### src/rtl/jpeg_unpack_pkg.sv
// rtl/jpeg_unpack_pkg.sv - shared types and constants for the JPEG bitstream unpacker
package jpeg_unpack_pkg;

   typedef enum logic [1:0] {
      S_DATA   = 2'd0,
      S_FF     = 2'd1,
      S_MARKER = 2'd2
   } state_t;

   localparam logic [7:0] MARKER_PFX = 8'hFF;
   localparam logic [7:0] STUFF_BYTE = 8'h00;

   localparam int PEEK_W_DEF = 16;
   localparam int BUF_W_DEF  = 32;
   localparam int CNT_W_DEF  = 6;

endpackage

### src/rtl/jpeg_unstuff_fsm.sv
// rtl/jpeg_unstuff_fsm.sv - byte handshake, 0xFF00 unstuffing and marker detection
// Optional JPEG_UNPACK_STATS_EN adds saturating stuff/fill byte counters.
module jpeg_unstuff_fsm
   import jpeg_unpack_pkg::*;
(
   input  logic       clk,
   input  logic       rst_n,
   input  logic [7:0] in_data,
   input  logic       in_valid,
   input  logic       rx_en,
   input  logic       marker_clr,
   output logic       in_ready,
   output logic       app_valid,
   output logic [7:0] app_byte,
   output logic       marker_found,
`ifdef JPEG_UNPACK_STATS_EN
   output logic [15:0] stuff_cnt,
   output logic [15:0] fill_cnt,
`endif
   output logic [7:0] marker_code
);

   state_t state_q;
   logic   accept;

   assign in_ready = rx_en && (state_q != S_MARKER);
   assign accept   = in_valid && in_ready;

   // A stuffed pair always yields 0xFF, regardless of the byte actually on the bus.
   always_comb begin
      app_valid = 1'b0;
      app_byte  = in_data;
      if (accept) begin
         case (state_q)
            S_DATA: app_valid = (in_data != MARKER_PFX);
            S_FF: begin
               app_valid = (in_data == STUFF_BYTE);
               app_byte  = MARKER_PFX;
            end
            default: app_valid = 1'b0;
         endcase
      end
   end

   always_ff @(posedge clk or negedge rst_n) begin
      if (!rst_n) begin
         state_q      <= S_DATA;
         marker_found <= 1'b0;
         marker_code  <= 8'h00;
      end else begin
         case (state_q)
            S_DATA: begin
               if (accept && in_data == MARKER_PFX) state_q <= S_FF;
            end
            S_FF: begin
               if (accept) begin
                  if (in_data == STUFF_BYTE) begin
                     state_q <= S_DATA;
                  end else if (in_data != MARKER_PFX) begin
                     state_q      <= S_MARKER;
                     marker_found <= 1'b1;
                     marker_code  <= in_data;
                  end
               end
            end
            S_MARKER: begin
               if (marker_clr) begin
                  state_q      <= S_DATA;
                  marker_found <= 1'b0;
               end
            end
            default: state_q <= S_DATA;
         endcase
      end
   end

`ifdef JPEG_UNPACK_STATS_EN
   always_ff @(posedge clk or negedge rst_n) begin
      if (!rst_n) begin
         stuff_cnt <= 16'h0000;
         fill_cnt  <= 16'h0000;
      end else if (accept && state_q == S_FF) begin
         if (in_data == STUFF_BYTE && stuff_cnt != 16'hFFFF) stuff_cnt <= stuff_cnt + 16'd1;
         if (in_data == MARKER_PFX && fill_cnt != 16'hFFFF)  fill_cnt  <= fill_cnt + 16'd1;
      end
   end
`endif

endmodule

### src/rtl/jpeg_bitstream_unpacker.sv
// rtl/jpeg_bitstream_unpacker.sv - JPEG entropy-segment unpacker: unstuffed bit buffer with peek/consume
// Optional JPEG_UNPACK_STATS_EN exposes stuff_cnt/fill_cnt.
module jpeg_bitstream_unpacker
   import jpeg_unpack_pkg::*;
#(
   parameter int BUF_W  = BUF_W_DEF,
   parameter int PEEK_W = PEEK_W_DEF,
   parameter int CNT_W  = CNT_W_DEF
) (
   input  logic              clk,
   input  logic              rst_n,
   input  logic [7:0]        in_data,
   input  logic              in_valid,
   output logic              in_ready,
   output logic [PEEK_W-1:0] peek_data,
   output logic              peek_valid,
   output logic [CNT_W-1:0]  avail,
   input  logic              consume_en,
   input  logic [4:0]        consume_len,
   output logic              marker_found,
   output logic [7:0]        marker_code,
   input  logic              marker_clr,
`ifdef JPEG_UNPACK_STATS_EN
   output logic [15:0]       stuff_cnt,
   output logic [15:0]       fill_cnt,
`endif
   output logic              err
);

   logic              live_q;
   logic [BUF_W-1:0]  buf_q;
   logic [CNT_W-1:0]  avail_q;
   logic [CNT_W-1:0]  len_ext;
   logic [CNT_W-1:0]  len;
   logic [CNT_W-1:0]  rem;
   logic [BUF_W-1:0]  shifted;
   logic [BUF_W-1:0]  app_vec;
   logic              space_ok;
   logic              cons_ok;
   logic              app_valid;
   logic [7:0]        app_byte;

   jpeg_unstuff_fsm u_fsm (
      .clk          (clk),
      .rst_n        (rst_n),
      .in_data      (in_data),
      .in_valid     (in_valid),
      .rx_en        (live_q && space_ok),
      .marker_clr   (marker_clr),
      .in_ready     (in_ready),
      .app_valid    (app_valid),
      .app_byte     (app_byte),
      .marker_found (marker_found),
`ifdef JPEG_UNPACK_STATS_EN
      .stuff_cnt    (stuff_cnt),
      .fill_cnt     (fill_cnt),
`endif
      .marker_code  (marker_code)
   );

   // Buffer is MSB-aligned; bits at or beyond avail_q are kept zero so appends can simply OR in.
   assign space_ok = (avail_q <= CNT_W'(BUF_W - 8));
   assign len_ext  = {{(CNT_W-5){1'b0}}, consume_len};
   assign cons_ok  = consume_en && (len_ext <= avail_q);
   assign len      = cons_ok ? len_ext : '0;
   assign rem      = avail_q - len;
   assign shifted  = buf_q << len;
   assign app_vec  = {app_byte, {(BUF_W-8){1'b0}}} >> rem;

   always_ff @(posedge clk or negedge rst_n) begin
      if (!rst_n) begin
         live_q  <= 1'b0;
         buf_q   <= '0;
         avail_q <= '0;
         err     <= 1'b0;
      end else begin
         live_q <= 1'b1;
         if (consume_en && !cons_ok) err <= 1'b1;
         if (app_valid) begin
            buf_q   <= shifted | app_vec;
            avail_q <= rem + CNT_W'(8);
         end else begin
            buf_q   <= shifted;
            avail_q <= rem;
         end
      end
   end

   // Missing bits read as 1 so a flush at a marker sees JPEG padding.
   assign peek_data  = live_q ? (buf_q[BUF_W-1 -: PEEK_W] | ({PEEK_W{1'b1}} >> avail_q)) : '0;
   assign peek_valid = (avail_q >= CNT_W'(PEEK_W)) || marker_found;
   assign avail      = avail_q;

endmodule

### config.mk
export PLATFORM = sky130hd
export DESIGN_NAME = jpeg_bitstream_unpacker
export DESIGN_NICKNAME = d
export VERILOG_FILES = /design/src/rtl/jpeg_unpack_pkg.sv /design/src/rtl/jpeg_unstuff_fsm.sv /design/src/rtl/jpeg_bitstream_unpacker.sv
export SDC_FILE = /design/constraint.sdc
export NUM_CORES = 1
export LEC_CHECK = 0
export ABC_AREA = 1
export BUFFER_PORTS_ARGS = -buffer_cell sky130_fd_sc_hd__buf_2
export CORE_MARGIN = 4
export CORE_UTILIZATION = 35
export DETAILED_ROUTE_END_ITERATION = 8
export HOLD_SLACK_MARGIN = 0.1
export SLEW_MARGIN = 20
export SYNTH_ARGS = -nofsm -noshare
export SYNTH_HDL_FRONTEND = slang
export SYNTH_SLANG_ARGS = --single-unit
### constraint.sdc
create_clock -name clk -period 3.7 [get_ports clk]
set_input_delay 0.555 -clock clk [delete_from_list [all_inputs] [get_ports clk]]
set_output_delay 0.555 -clock clk [all_outputs]
set_load 0.02 [all_outputs]
==> results.toml <==
[grt]
grt_antenna_before_repair = 0
grt_pass1_vias = 5003
grt_first_pass_wirelength_um = 26800
grt_start_max_net_pins = 39
grt_overflow = 0
track_usage_pct = 20.9

[pwr]
p_int_mw = 2.32
seqPwrFrac_pct = 19.7
p_per_area_nw_per_um2 = 1030
p_sw_mw = 3.12
clockPowerShare_pct = 10.0
pwr-share-comb_pct = 70.3
swShare_pct = 57.3
p_leak_nw = 2.63
ir_drop_uv = 414

[worst_setup_path]
critPathKind = "register to register"
worst_ep_arrival_time_ns = 3.56
crit_start = "avail[3]"
critPathMaxFanout = 18
required_ns = 3.92
end_kind = "register"
regToRegStartpoint = "avail[3]"
start_kind = "register"

[place]
dpl_worst_slack_ns = 0.263
gp_congestion = 0.914
dp_hpwl_um = 12900
port_buffers = 51

[status]
outcome = "complete, no violations"

[sta]
rsz0062_at_grt = "false"
finalCriticalPeriod_ns = 3.34
fin_crit_sh_pct = 90.3
finalHoldViolCount = 0
relSlewSlack_pct = 58.3
setup_violations = 0
final.setup.worst_slack_ns = 0.360
worst_pin_slew_ns = 0.624
fin_tns_setup_ns = 0
skew_ns = 0.00561
slew_violations = 0
fmax_ghz = 0.299

[logic_synthesis]
synth.most_common_cell = "nand3_1"
synthArstFlopShare_pct = 100
yosys-top-cells-count = "nand3_1 (281), nand2_1 (164), dfrtp_1 (51)"
syn_area_um2 = 4730
yosysTopAreaCell = "nand3_1"
synth_area_per_cell_um2 = 6.19
yosysUniqueCellTypes = 36
syn-instance-count = 765
synth_fp_nets = 794
yosys.area.top_type_share_pct = 29.7
synth_edf_count = 0
ys_ff_latch = 51
yosys_warnings = 0
synth_seq_area_share_pct = 27.0
synth_area_leaders = "nand3_1 (30%), dfrtp_1 (27%), nand2_1 (13%)"
synth-main-ff-cell = "dfrtp_1"

[cells_and_area]
layout.nets = 820
area_growth_pct = 11.6
fillCellCount = 1486
final_layout_size_suffix_gt1_share_pct = 11.9
antenna-diode-count = 0

[floorplan]
core_area_um2 = 13200
fp.dieW_um = 124
start_util_pct = 35.8
die-area_um2 = 15500
std_cell_rows = 42
io_pins = 52
die_h_um = 124

[drt]
wl_met1_um = 7660
via_per_inst = 5.72
met3_length_um = 1090
ant_nets = 0
top_layer_used = "met4"
drt-wirelength-per-cell_um = 17.3
vias = 5533
drt-pass1-iter-count = 6
wirelength_um = 16800
post-route-drc-count = 0
wl_met2_um = 7680
drt_iter0_drc = 796

[clock_network]
cts_made_buffers = 5
cts_buffer_depth = 2
clock_latency_ns = 0.29
root_buffer = "clkbuf_16"
cts_num_sinks = 51
clk_pin_slew_ns = 0.07
cts-resized-gates = 0
holdBufCountCts = 0
cts.htree.levels = 2
cts_tree = "done"
cts_setup_buffers = 0

[hold_path]
min_path_type = "primary input to asynchronous set/reset pin"

[run]
maxCapViolations = 0
power by group through the flow:
| stage | sequential (mW) | clock, mW | combinational [mW] |
|---|---|---|---|
| 2_1_floorplan | 1.06 | 0 | 2.68 |
| 3_3_place_gp | 1.08 | 0 | 3.77 |
| 3_5_place_dp | 1.07 | 0 | 3.76 |
| 4_1_cts | 1.06 | 0.553 | 3.78 |
| 5_1_grt | 1.09 | 0.578 | 4.28 |
| 6_report | 1.07 | 0.545 | 3.82 |
layout make-up:
class	count	area [µm²]	share of cell area, %
Clock buffer	6	139	2.63
Clock inverter	2	35.0	0.663
Inverter	51	191	3.62
Multi-Input combinational cell	613	3030	57.4
Sequential cell	51	1280	24.2
Tap cell	176	220	4.17
Timing Repair Buffer	69	390	7.39
registers in the layout, summed over array words and instances, names as in the netlist:
name / count
avail: 6
u_fsm.marker_code: 8
err: 1
buf_q: 32
live_q: 1
u_fsm.marker_found: 1
u_fsm.state_q: 2
kinds of logic (layout without fill, tap and decap cells):
logic type / after synthesis / count (layout) / share of synthesized area [%]
fa+ha+maj: 11 / 11 / 2.91
buf+inv: 101 / 128 / 9.01
flops: 51 / 51 / 27.0
other cells: 1 / 1 / 0.0792
compound gates: 52 / 52 / 6.13
xor+xnor: 5 / 5 / 1.08
simple gates: 544 / 544 / 53.8
metal layers:
metal,vias to the layer above,track usage [%]
li1,2709,-
met4,0,5.09
met1,2559,30.6
met2,245,32.6
met3,20,2.83
met5,-,0
through the flow:
step,cells,instance area (µm²),hold slack (ns),power (mW),utilization [%]
floorplan,765,4740,0.259,3.73,-
global placement,960,5110,0.465,4.85,38.6
detailed placement,960,5110,0.451,4.83,38.6
CTS,968,5280,0.219,5.39,39.9
global route,968,5280,0.248,5.95,39.9
finish,968,5280,0.213,5.44,39.9
path summary, 6_finish.rpt:
check / to / slack [ns] / depth (start not counted)
max in group asynchronous: u_fsm.marker_code[6] / 2.68 / 2
min in group clk: err / 0.46 / 1
min: buf_q[4] / 0.21 / 1
min reg2reg: err / 0.46 / 1
max: buf_q[16] / 0.36 / 18
max reg2reg: buf_q[16] / 0.36 / 18
critical path, cell delays in order, from the launching register on:
cell and delay, ns:
dfrtp_1 0.47, inv_1 0.09, ha_1 0.30, nand2_1 0.06, nor2_1 0.15, nand3_1 0.16
nand2_4 0.13, nand2_1 0.06, inv_2 0.08, nand2_2 0.06, ha_1 0.34, nand2_1 0.06
o21ai_0 0.18, xor2_1 0.20, inv_1 0.09, buf_4 0.20, nor3_1 0.40, nand3_1 0.14
nand3_1 0.11
cells in the final DEF, fill, tap and decap left out, drive strengths merged:
cell	count
and2	1
o21a	1
buf	69
a21oi	15
ha	11
dfrtp	51
nand4	43
a21boi	1
conb	1
o31ai	3
o211ai	1
a22oi	1
clkinv	2
bufinv	1
nor3	5
inv	50
a211oi	1
a31o	1
nand3	284
clkbuf	6
o21bai	1
xor2	4
nand2	167
o21ai	27
nor2	44
xnor2	1
(Power assumes the default switching activity.)
